==> src/rtl/run_ctrl_pkg.sv <==
// rtl/run_ctrl_pkg.sv - shared state encoding and address width for the run controller
package run_ctrl_pkg;

  localparam int ADDR_W = 12;

  typedef enum logic [1:0] {
    HALTED = 2'b00,
    RUN    = 2'b01,
    STEP   = 2'b10
  } state_t;

endpackage

==> src/rtl/run_ctrl_instr_counter.sv <==
// rtl/run_ctrl_instr_counter.sv - completed-instruction counter, wraps silently at full scale
module instr_counter #(
  parameter int CNT_W = 16
) (
  input  logic             clk,
  input  logic             reset,
  input  logic             en,
  output logic [CNT_W-1:0] count
);

  always_ff @(posedge clk) begin
    if (reset) begin
      count <= '0;
    end else if (en) begin
      count <= count + 1'b1;
    end
  end

endmodule

==> src/rtl/run_ctrl.sv <==
// rtl/run_ctrl.sv - run/halt/single-step controller gating the CPU clock enable
module run_ctrl
  import run_ctrl_pkg::*;
#(
  parameter int AUTORUN = 0,
  parameter int CNT_W   = 16
) (
  input  logic              clk,
  input  logic              reset,
  input  logic              run_req,
  input  logic              halt_req,
  input  logic              step_req,
  input  logic              phase,
  input  logic [ADDR_W-1:0] pc_addr,
  input  logic              bp_en,
  input  logic [ADDR_W-1:0] bp_addr,
  output logic              cpu_en,
  output logic [1:0]        state,
  output logic              bp_hit,
  output logic [CNT_W-1:0]  instr_count
);

  state_t state_r, state_nxt, cur;
  logic   bp_hit_nxt;
  logic   halt_pend, halt_pend_nxt;
  logic   skip, skip_nxt;
  logic   bp_match;
  logic   stop;

  // The unused encoding 2'b11 behaves exactly like HALTED.
  always_comb begin
    case (state_r)
      RUN:     cur = RUN;
      STEP:    cur = STEP;
      default: cur = HALTED;
    endcase
  end

  assign bp_match = bp_en && (pc_addr == bp_addr) && !skip;
  assign stop     = halt_req || halt_pend || bp_match;

  always_ff @(posedge clk) begin
    if (reset) begin
      state_r   <= (AUTORUN != 0) ? RUN : HALTED;
      bp_hit    <= 1'b0;
      halt_pend <= 1'b0;
      skip      <= 1'b0;
    end else begin
      state_r   <= state_nxt;
      bp_hit    <= bp_hit_nxt;
      halt_pend <= halt_pend_nxt;
      skip      <= skip_nxt;
    end
  end

  always_comb begin
    state_nxt     = cur;
    bp_hit_nxt    = bp_hit;
    halt_pend_nxt = halt_pend;
    skip_nxt      = skip;
    case (cur)
      HALTED: begin
        halt_pend_nxt = 1'b0;
        if (halt_req) begin
          state_nxt = HALTED;
        end else if (step_req) begin
          state_nxt  = STEP;
          bp_hit_nxt = 1'b0;
        end else if (run_req) begin
          state_nxt  = RUN;
          bp_hit_nxt = 1'b0;
          skip_nxt   = 1'b1;
        end
      end
      RUN: begin
        if (!phase) begin
          if (stop) begin
            state_nxt     = HALTED;
            halt_pend_nxt = 1'b0;
            // Only a pure breakpoint stop is reported as a hit.
            if (bp_match && !halt_req && !halt_pend) begin
              bp_hit_nxt = 1'b1;
            end
          end else begin
            skip_nxt = 1'b0;
          end
        end else if (halt_req) begin
          halt_pend_nxt = 1'b1;
        end
      end
      STEP: begin
        if (phase) begin
          state_nxt = HALTED;
        end
      end
      default: state_nxt = HALTED;
    endcase
  end

  // Mid-instruction halts are deferred, so RUN only drops the enable on a fetch cycle.
  always_comb begin
    cpu_en = 1'b0;
    if (!reset) begin
      case (cur)
        RUN:     cpu_en = phase || !stop;
        STEP:    cpu_en = 1'b1;
        default: cpu_en = 1'b0;
      endcase
    end
  end

  assign state = state_r;

  instr_counter #(
    .CNT_W (CNT_W)
  ) u_instr_counter (
    .clk   (clk),
    .reset (reset),
    .en    (cpu_en && phase),
    .count (instr_count)
  );

endmodule

==> config.mk <==
export PLATFORM = sky130hd
export DESIGN_NAME = run_ctrl
export DESIGN_NICKNAME = d
export VERILOG_FILES = /design/src/rtl/run_ctrl_pkg.sv /design/src/rtl/run_ctrl_instr_counter.sv /design/src/rtl/run_ctrl.sv
export SDC_FILE = /design/constraint.sdc
export NUM_CORES = 1
export LEC_CHECK = 0
export CORE_UTILIZATION = 38
export DETAILED_ROUTE_END_ITERATION = 8
export GPL_ROUTABILITY_DRIVEN = 0
export GPL_TIMING_DRIVEN = 1
export PLACE_DENSITY = 0.87
export SYNTH_ARGS = -nofsm -noshare
export SYNTH_HDL_FRONTEND = slang
export SYNTH_SLANG_ARGS = --single-unit
==> constraint.sdc <==
create_clock -name clk -period 1.8 [get_ports clk]
set_input_delay 0.36 -clock clk [delete_from_list [all_inputs] [get_ports clk]]
set_output_delay 0.36 -clock clk [all_outputs]
set_load 0.05 [all_outputs]
# [Yosys cells after proc, flatten, opt, wreduce, memory -nomap -nowiden]
# Cells that the tools add are included.
[totals] ff_bits=21 latch_bits=0 mem_bits_rw=0 mem_bits_ro=0 input_bits=31 output_inout_bits=20 wordCells=65 memories=0
[op_classes] add_sub_neg=1 n_mul=0 div=0 n_lt_le_gt_ge=0 n_eq_ne=15 n_shift=0 muxes=27 bitwise_logic=0 n_reduce_logical=17
[ops] op="adder 16 x 1 -> 16 bit (second input constant)" n=1
[ops] op="2-to-1 mux 1 bit" n=15
[ops] op="!= test 2 bit (second input constant)" n=7
[ops] op="== test 12 bit" n=1
[ops] op="2-to-1 mux 2 bit" n=6
[ops] op="AND reduction 6 bit" n=2
[ops] op="!= test 3 bit (second input constant)" n=3
[ops] op="one-hot mux 1 bit (2 select lines)" n=4
[ops] op="one-hot mux 2 bit (3 select lines)" n=1
[ops] op="logical AND 1 bit" n=5
[ops] op="== test 2 x 1 -> 1 bit (second input constant)" n=2
[ops] op="== test 2 bit (second input constant)" n=2
[ops] op="zero test 1 bit" n=4
[ops] op="one-hot mux 2 bit (2 select lines)" n=1
[ops] op="logical OR 1 bit" n=3
[ops] op="AND reduction 3 bit" n=1
[ops] op="zero test 2 bit" n=1
[ops] op="nonzero test 2 bit" n=1

# [Depth between registers and ports, before layout]
# Gate-level depths: netlist of the first run.
[depth] depth_word=9 mapped_depth=9 ltp_nobuf=8

# [Modules after synthesis]
# Synthesis of the first run repeated with hierarchy kept, for this count alone.
[hier_totals] cells_unflattened=147 area_unflattened_um2=1258.7
[modules_own_cells] mod="instr_counter" instances=1 cells_each=83 area_per_inst_um2=757.0 seq_area_each_um2=320.3
[modules_own_cells] mod="run_ctrl" instances=1 cells_each=64 area_per_inst_um2=501.7 seq_area_each_um2=100.1

# [Worst setup path after synthesis of the first run]
# Ideal clock, no wire load.
[synth_timing] path_kind="reg-to-output" startpoint="register state_r[0], in the netlist state[0]" endpoint="output port cpu_en" arrival_ns=2.231 t_required_ns=1.440 path_slack_ns=-0.791 stages_incl_launch_ff=8 path_buffers=1 path_cell_list="dfxtp_1 ha_1 buf_2 a21oi_1 nor2_1 a31o_1 o21ai_1 nor2_1"
[synth_via] elab_chain_cells=5 word_cells_on_any_way=7
[synth_rtl] element="start: declaration" line="run_ctrl.sv:23" rtl="state_t state_r, state_nxt, cur;"
[synth_rtl] element="start signal: assignment" line="run_ctrl.sv:44" rtl="state_r <= (AUTORUN != 0) ? RUN : HALTED;"
[synth_rtl] element="start signal: assignment" line="run_ctrl.sv:49" rtl="state_r <= state_nxt;"
[synth_rtl] element="== test 2 bit / == test 2 x 1 -> 1 bit (equally long branches)" line="run_ctrl.sv:32" rtl="case (state_r)"
[synth_rtl] element="one-hot mux 2 bit (2 select lines) *" line="run_ctrl.sv:32"
[synth_rtl] element="== test 2 bit / == test 2 x 1 -> 1 bit (equally long branches)" line="run_ctrl.sv:104" rtl="case (cur)"
[synth_rtl] element="one-hot mux 1 bit (2 select lines) *" line="run_ctrl.sv:104"
[synth_rtl] element="2-to-1 mux 1 bit *" line="run_ctrl.sv:103" rtl="if (!reset) begin"
[synth_rtl] element="end: declaration" line="run_ctrl.sv:17" rtl="output logic cpu_en,"
# Every way passes the cells marked *; elsewhere a longest branch is shown, timed or not.

# [Worst setup path in the final report of the first run]
[layout_timing] startpoint="input port pc_addr[5]" endpoint="output port cpu_en"
[layout_via] elab_chain_cells=8
[layout_rtl] element="start: declaration" line="run_ctrl.sv:14" rtl="input logic [ADDR_W-1:0] pc_addr,"
[layout_rtl] element="== test 12 bit" line="run_ctrl.sv:39" rtl="assign bp_match = bp_en && (pc_addr == bp_addr) && !skip;"
[layout_rtl] element="logical AND 1 bit (2 in a row)" line="run_ctrl.sv:39"
[layout_rtl] element="logical OR 1 bit" line="run_ctrl.sv:40" rtl="assign stop = halt_req || halt_pend || bp_match;"
[layout_rtl] element="zero test 1 bit" line="run_ctrl.sv:105" rtl="RUN: cpu_en = phase || !stop;"
[layout_rtl] element="logical OR 1 bit" line="run_ctrl.sv:105"
[layout_rtl] element="one-hot mux 1 bit (2 select lines)" line="run_ctrl.sv:104"
[layout_rtl] element="2-to-1 mux 1 bit" line="run_ctrl.sv:103"
# Every way passes these cells.

==> reports/metrics.csv, run 1 <==
metric,value,unit
grt_usage,21.6,%
syn_inst,140,
drc,7,
drive_above_1_share,44.3,%
syn2layout_area_growth,71.1,%
core_area,2850,um^2
vias,1375,
synthDistinctLibCells,38,
startpoint_type,primary input,
start_util,41.7,%
cts_max_level,1,
p_int,0.000663,W
die_w,58.0,um
max_freq,490,MHz
antenna_cells,0,
yosys_warnings,0,
p_seq_share,51.1,%
hold_buffers,0,
grt_pass1_vias,1398,
clkPwrFrac,24.9,%
status,"finished, violations left",
synth-async-reset-ratio,0,%
path_class,in2out,
swShare,27.6,%
grt_antenna_before_repair,0,
final_hold_viol_count,0,
clk_latency,0.30,ns
yosys_most_used_dff,dfxtp_1,
clkTransAtPathRegs,0.12,ns
synth.ff_latch_count,21,
yosysSeqAreaShare,35.3,%
hpwl,2700,um
mostFrequentLayoutCells,"buf_4, xor2_1, dfxtp_1",
fin_worst_skew,0.00621,ns
nNetsFinal,256,
tightest_slew,0.342,ns
vdd_drop_max,472,uV
p_per_area,450,nW/um^2
min_period,2.04,ns
row_count,19,
setup_ws,-0.242,ns
relSlewSlack,76.6,%
nFillCells,212,
cts_made_buffers,3,
syn-num-nets,174,
grt_remaining_overflow,0,
p_sw,0.000253,W
crit_required,1.44,ns
fin_crit_sh,113,%
hold_class,reg2reg,
cts_max_path_buffers,2,
p_leak,0.839,nW
boundaryPins,51,
slew_violations,0,
io_buffers,50,
dp.cells,242,
fin_area,2040,um^2
ff2ff_setup_slack,-0.17,ns
root_buffer,clkbuf_4,
cts_tree,built,
dr.pass1.iters,6,
rsz0062_at_grt,true,
cp-end-kind,output port,
instances_no_fill,252,
place_area,1930,um^2
finalSetupViolCount,11,
violations,"design-rule violations, negative setup slack",
cts.sinks,21,
synth-edff-count,0,
final_common_cell,buf_4,
dr.first_iter.drc_count,29,
grt_max_degree,12,
p_comb_share,24.0,%
crit_arrival,1.68,ns
syn_area,1190,um^2
syn_avg_cell_area,8.50,um^2
max_cap_violations,0,
die_h,58.0,um
grt_pass1_wl,5660,um
path_max_fanout,2,
viasPerCell,5.46,
ant_nets,0,
wirelength,3720,um
wire_per_inst,14.8,um
die-area,3360,um^2
power groups by stage:
stage	Sequential, W	Clock [W]	Combinational [W]
after floorplan	0.000487	0	0.0000891
after detailed placement	0.000478	0	0.000223
after global routing	0.000469	0.000253	0.000237
final	0.000468	0.000229	0.000220
after CTS	0.000468	0.000232	0.000207
after global placement	0.000478	0	0.000217
logic make-up after synthesis:
group / count (synthesis) / synth area share, %
AOI/OAI and AO/OA: 34 / 17.9
xor gates and xnor gates: 18 / 13.2
adders and majority gates: 3 / 3.15
DFF: 21 / 35.3
buffers and inverters: 11 / 3.57
and+or+nand+nor: 52 / 26.0
muxes: 1 / 0.841
critical path: stages:
cell	delay, ns
buf_2	0.10
xor2_1	0.15
nor4_1	0.32
nand4_1	0.29
o21ai_4	0.26
nor2_4	0.05
buf_8	0.15
per-stage QoR:
step / utilization [%] / hold WS, ns / setup slack, ns / TNS (ns) / power (W)
floorplan: - / 0.440 / -0.118 / -0.641 / 0.000576
global placement: 67.8 / 0.461 / -0.436 / -5.30 / 0.000695
detailed placement: 67.8 / 0.473 / -0.533 / -6.73 / 0.000702
CTS: 68.1 / 0.501 / -0.230 / -0.738 / 0.000907
global route: 71.4 / 0.540 / -0.275 / -2.12 / 0.000959
finish: 71.4 / 0.497 / -0.242 / -0.931 / 0.000916
area by class of cell:
| type | count | area (um^2) | share of cell area (%) |
|---|---|---|---|
| flip-flops and latches | 21 | 445 | 21.9 |
| well taps | 31 | 38.8 | 1.91 |
| inverters | 8 | 30.0 | 1.48 |
| multi-input cells | 108 | 872 | 42.8 |
| repair buffers | 80 | 623 | 30.6 |
| clock buffers | 4 | 26.3 | 1.29 |
synth_stat cells, types with 2 or more instances:
master | instances | area, um^2
o21ai_0 | 5 | 25.0
nor2_1 | 14 | 52.6
nand3_1 | 3 | 15.0
xnor2_1 | 2 | 17.5
nand4_1 | 2 | 12.5
nor3_1 | 5 | 25.0
nor2b_1 | 2 | 12.5
or4_1 | 4 | 30.0
a211oi_1 | 3 | 22.5
nand2_1 | 7 | 26.3
a21oi_1 | 13 | 65.1
xor2_1 | 16 | 140
o21a_1 | 2 | 15.0
inv_1 | 8 | 30.0
ha_1 | 3 | 37.5
nor4_1 | 2 | 12.5
dfxtp_1 | 21 | 420
o31ai_1 | 5 | 37.5
or3_1 | 4 | 25.0
path summary, 6_finish.rpt:
kind,startpoint,cells past startpoint,end
max reg2reg,state[1]$_SDFF_PP0_,10,u_instr_counter.count[15]$_SDFFE_PP0P_
max,pc_addr[5],7,cpu_en
min,skip$_SDFFE_PP0P_,2,skip$_SDFFE_PP0P_
min reg2reg,skip$_SDFFE_PP0P_,2,skip$_SDFFE_PP0P_
metal layers:
metal,vias up,part of all wire (%),GRT usage (%)
li1,671,-,-
met1,641,38,22.2
met2,57,51,41.4
met3,6,9.0,4.91
met4,0,1.9,9.52
met5,-,0,0
registers in the layout, indices dropped and copies added (netlist names):
signal                 flops
state                      2
halt_pend                  1
u_instr_counter.count     16
bp_hit                     1
skip                       1
timing repair:
action                     in CTS  in global routing
pin swaps                      20                 15
setup endpoints to repair      13                 16
gates resized for setup        69                 12
buffers inserted                1                  6
No activity file was read; power rests on OpenSTA's default activity.
==> inputs of run 2 (changes only) <==
--- a/config.mk
+++ b/config.mk
@@ -10,6 +10,7 @@
 export GPL_ROUTABILITY_DRIVEN = 0
 export GPL_TIMING_DRIVEN = 1
 export PLACE_DENSITY = 0.87
+export SLEW_MARGIN = 30
 export SYNTH_ARGS = -nofsm -noshare
 export SYNTH_HDL_FRONTEND = slang
 export SYNTH_SLANG_ARGS = --single-unit
==> results of run 2 <==
No change in the layout: final DEF, timing and power equal those of run 1.
==> RTL edit 1, RTL diff (settings of run 2) <==
Put a register stage on the output `instr_count`, cleared by the reset. The value now appears one clock later. The other outputs are not delayed to match.
--- a/src/rtl/run_ctrl.sv
+++ b/src/rtl/run_ctrl.sv
@@ -19,6 +19,8 @@
   output logic              bp_hit,
   output logic [CNT_W-1:0]  instr_count
 );
+
+  logic [CNT_W-1:0] instr_count_d;
 
   state_t state_r, state_nxt, cur;
   logic   bp_hit_nxt;
@@ -117,8 +119,16 @@
     .clk   (clk),
     .reset (reset),
     .en    (cpu_en && phase),
-    .count (instr_count)
+    .count (instr_count_d)
   );
+
+  always_ff @(posedge clk) begin
+    if (reset) begin
+      instr_count <= '0;
+    end else begin
+      instr_count <= instr_count_d;
+    end
+  end
 
 endmodule
 
Function: changed (a bounded check fails within 4 cycles, from zero or initial values and one cycle with reset high).
==> RTL edit 1 against run 2 <==
- the flow finishes with violations (setup timing)
- sequential cell count grew 16
- critical path depth is the same
- worst setup slack gained 0.10 ns
- highest routed layer unchanged
- wire length grew 39%
- total power grew 100%
- area after synthesis grew 42%
- final cell count grew 27%
- hold slack lost 0.018 ns
- maximum frequency grew 5.2%
- clock skew shrank 0.0013 ns
- final area grew 37%
- core utilization shrank 4.3 points
- sequential power grew 78%
==> RTL edit 1: results (changes against run 2) <==
Power
  • Sequential share of power: 44.7% (-6.4 points)
  • Sw Share: 25.30% (-2.3 points)
  • Clock group: 0.000690 W (+200%)
  • Leak pwr: 1.208 nW (+44%)

STA
  • Slew at the pin closest to its max-slew limit: 0.5029 ns (+0.1612 ns)
  • Worst-case setup margin in the final layout: -0.1407 ns (+0.1014 ns)
  • Number of setup violations in the final report: 1 (-10)

Yosys
  • Post-synthesis share of cell area spent on xor and xnor gates: 8.828% (-4.4 points)
  • Top post-synthesis cells by area: sky130_fd_sc_hd__dfxtp_1 44%, sky130_fd_sc_hd__xor2_1 6.2%, sky130_fd_sc_hd__mux2_1 5.3%
  • Unique cell type count in the Yosys netlist: 40 (+5.3%)
  • Number of instances in the synthesized netlist: 179 (+28%)
  • Sequential cell area fraction in the yosys report: 43.92% (+8.6 points)
  • Adder-Cell Fraction of Synth Area: 2.226% (-0.93 points)

Setup path
  • Reg2Reg Launch Point: state[0]
  • Endpoint of the worst register-to-register path: u_instr_counter.count[9]

CTS
  • Number of levels the H-tree was split into: 2 (+1)
  • Total CTS buffers: 5 (+2)

Route
  • Length of the first detailed-routing pass in iterations: 4 (-2)
  • Total via count after detailed routing: 1690 (+23%)
  • Number of violations reported at the end of detailed-routing iteration 0: 90 (+210%)
  • Mean routed wirelength per cell: 16.12 um (+9.1%)

Hold path
  • Cells on Worst Hold Path: 1 (-1)
  • Worst Hold Launch: u_instr_counter.count[15]

Placed design
  • Post-placement cell count: 291 (+20%)

Outcome
  • Run status: finished, violations left
  • Violations in the final reports: setup timing

Global route
  • Vias in the first global route: 1733 (+24%)
[RTL edit 1: cell count changes after synthesis, moves of 5 or more]
cell / run 2 / this run
sky130_fd_sc_hd__dfxtp_1: 21 / 37
sky130_fd_sc_hd__nor2b_1: 2 / 12
sky130_fd_sc_hd__a21oi_1: 13 / 4
sky130_fd_sc_hd__mux2_1: 0 / 8
sky130_fd_sc_hd__nor2_1: 14 / 21
sky130_fd_sc_hd__nand3_1: 3 / 8
sky130_fd_sc_hd__o31ai_1: 5 / 0
[RTL edit 1: layout make-up]
cell class,count,area [um2]
fillers,308,1364
clock buffers,8,111.4
repair buffers,88,742.0
multi-input cells,129,1082
well taps,50,62.56
flip-flops and latches,37,748.2
inverters,9,33.78
[RTL edit 1: logic make-up (layout without fill, tap and decap cells)]
kind of cell	Yosys count	in the layout
simple gates	79	79
flops	37	37
compound gates	22	22
xor+xnor	17	17
buf+inv	13	105
mux	8	8
fa+ha+maj	3	3
[RTL edit 1: metrics by stage]
stage / util, % / instance area (um2) / total power, W / setup slack, ns / hold WS, ns
2_1_floorplan: - / 1723 / 0.0009674 / 0.02091 / 0.4395
3_3_place_gp: 56.73 / 2351 / 0.001076 / -0.3770 / 0.4603
3_5_place_dp: 56.73 / 2351 / 0.001082 / -0.4871 / 0.4525
4_1_cts: 64.34 / 2666 / 0.001804 / -0.03242 / 0.4643
5_1_grt: 67.09 / 2780 / 0.001912 / -0.1669 / 0.5015
6_report: 67.09 / 2780 / 0.001858 / -0.1407 / 0.4789
[RTL edit 1: routing by layer]
metal | global-route usage (%) | wire, um | part of all wire (%) | vias up
met5 | 0 | 0 | 0 | -
met3 | 5.428 | 284 | 5.5 | 27
met1 | 21.75 | 1958 | 38 | 788
met2 | 42.40 | 2626 | 51 | 75
met4 | 14.84 | 303 | 5.9 | 0
li1 | - | - | - | 800
==> RTL edit 2, RTL diff (flow settings as in run 2) <==
Without the edit above. `ADDR_W`: 12 -> 14.
--- a/src/rtl/run_ctrl_pkg.sv
+++ b/src/rtl/run_ctrl_pkg.sv
@@ -1,7 +1,7 @@
 // rtl/run_ctrl_pkg.sv - shared state encoding and address width for the run controller
 package run_ctrl_pkg;
 
-  localparam int ADDR_W = 12;
+  localparam int ADDR_W = 14;
 
   typedef enum logic [1:0] {
     HALTED = 2'b00,
Ports: changed (resized bp_addr and pc_addr); port bits go from 51 to 55. No check against the original RTL was run, so the function may have changed too.
==> RTL edit 2 against run 2 <==
- the run still ends with DRC, setup timing left
- sequential cell count stayed put
- total power up 3.3%
- wire length fell by 13%
- final cell count is 3.2% higher
- final area decreased by 2.2%
- worst setup slack got worse by 0.098 ns
- first-iteration DRC count is 83% higher
- area after synthesis is 0.95% higher
- critical path type is now register to primary output
- critical endpoint unchanged
- largest cell class unchanged
- largest power group unchanged
==> RTL edit 2: results (changes against run 2) <==
Outcome
  • Run status: finished, violations left
  • Violations in the final reports: DRC, setup timing

Setup path
  • Slowest cell on crit path: sky130_fd_sc_hd__or4b_4
  • Slowest stage delay, CP: 0.45 ns (+0.13 ns)
  • CP top delay family: simple AND/OR/NAND/NOR gates
  • Arrival @ worst endpoint: 1.78 ns (+0.10 ns)
  • Reg2reg path depth: 6 (-4)

STA
  • Worst-case setup margin in the final layout: -0.3402 ns (-0.09814 ns)
  • Total Negative Setup Slacks: -0.3402 ns (+0.5906 ns)
  • Largest clock skew in the final design: 0.003651 ns (-0.002564 ns)
  • Number of setup violations in the final report: 1 (-10)
  • Relative slew margins: 76.65% (about the same)
  • Worst-case hold slack: 0.5276 ns (+0.03032 ns)

Yosys
  • Unique cell type count in the Yosys netlist: 31 (-18%)
  • Sequential cell area fraction in the yosys report: 35.00% (-0.33 points)
  • Top post-synthesis cells by area: sky130_fd_sc_hd__dfxtp_1 35%, sky130_fd_sc_hd__xnor2_1 12%, sky130_fd_sc_hd__xor2_1 9.5%
  • Most instantiated cells after synthesis: 23 x sky130_fd_sc_hd__nor2_1, 21 x sky130_fd_sc_hd__dfxtp_1, 16 x sky130_fd_sc_hd__xnor2_1, 13 x sky130_fd_sc_hd__xor2_1, 9 x sky130_fd_sc_hd__nand2_1
  • Net count of the mapped netlist: 179 (+2.9%)
  • Mean Syn Cell Area: 8.519 um2 (+0.23%)

Finish
  • Number of filler cells placed in the layout: 259 (+22%)
  • Antenna fix cells: 0 (unchanged)
  • NumNets Final: 255 (-0.39%)
  • Fraction of layout cells with a size suffix above 1: 27.78% (-17 points)
  • Number of flip-flops under the largest register name: 16 (unchanged)

Power
  • Worst IR Drop VDD: 0.0003799 V (-20%)
  • Leak pwr: 0.8796 nW (+4.9%)
  • Power per Cell Area: 475.5 nW/um2 (+5.7%)

Route
  • Average via count per standard cell: 4.742 (-13%)
  • Total via count after detailed routing: 1233 (-10%)
  • Number of violations reported at the end of detailed-routing iteration 0: 53 (+83%)
  • Mean routed wirelength per cell: 12.43 um (-16%)
  • DRC Markers: 1 (-6)

Placed design
  • Place WS: -0.4747 ns (+0.05855 ns)
  • Post-detailed-placement half-perimeter wirelength: 2.389 mm (-12%)
  • Buffers on Ports: 54 (+8.0%)
  • Post-placement cell count: 253 (+4.5%)
  • Area post-placement: 1902 um2 (-1.6%)

CTS
  • Number of levels the H-tree was split into: 1 (unchanged)

Global route
  • GRT Overall Usage: 17.96% (-3.7 points)
  • Global-route wire length before repair: 4.712 mm (-17%)

Hold path
  • Hold WC Path Type: register to register
## RTL edit 2: cell type report
cell class	count	share of cell area [%]
repair buffers	74	32.43
multi-input cells	112	41.04
well taps	44	2.766
inverters	5	0.9428
flip-flops and latches	21	21.50
clock buffers	4	1.320
## RTL edit 2: cell families after synthesis
| group | Yosys count | synth area share [%] |
|---|---|---|
| compound gates | 16 | 8.542 |
| flops | 21 | 35.00 |
| buf+inv | 8 | 2.604 |
| xor+xnor | 29 | 21.15 |
| simple gates | 64 | 29.58 |
| fa+ha+maj | 3 | 3.125 |
## RTL edit 2: repair_timing
action / 4_1_cts / 5_1_grt
endpoints found under the hold margin: 0 / 0
hold buffers: 0 / 0
pin swaps: 21 / 10
setup endpoints to repair: 1 / 14
cloned: 0 / 0
gates resized for setup: 27 / 15
setup buffers: 1 / 2
## RTL edit 2: final timing paths
kind	from	endpoint	slack, ns
worst max register to register	state[1]	skip	0.06
worst min register to register	u_instr_counter.count[1]	u_instr_counter.count[1]	0.53
worst min-delay path	u_instr_counter.count[1]	u_instr_counter.count[1]	0.53
worst max-delay path	state[1]	cpu_en	-0.34
## RTL edit 2: power by group
| group | switching (W) | internal [W] |
|---|---|---|
| clock network | 0.000146 | 0.0000868 |
| logic | 0.000107 | 0.000130 |
| registers | 0.00000676 | 0.000470 |
| total | 0.000260 | 0.000687 |
## RTL edit 2: tightest hold or removal path, stage by stage (launching register included)
cell,delay (ns)
sky130_fd_sc_hd__dfxtp_1,0.35
sky130_fd_sc_hd__o21ai_0,0.08
sky130_fd_sc_hd__a21oi_1,0.06
## RTL edit 2: metal layers
metal / part of all wire [%] / wire length (um) / global-route usage (%)
met1: 45 / 1440 / 22.60
met2: 51 / 1655 / 29.89
met3: 3.0 / 96 / 4.464
met4: 1.2 / 39 / 6.122
met5: 0 / 0 / 0
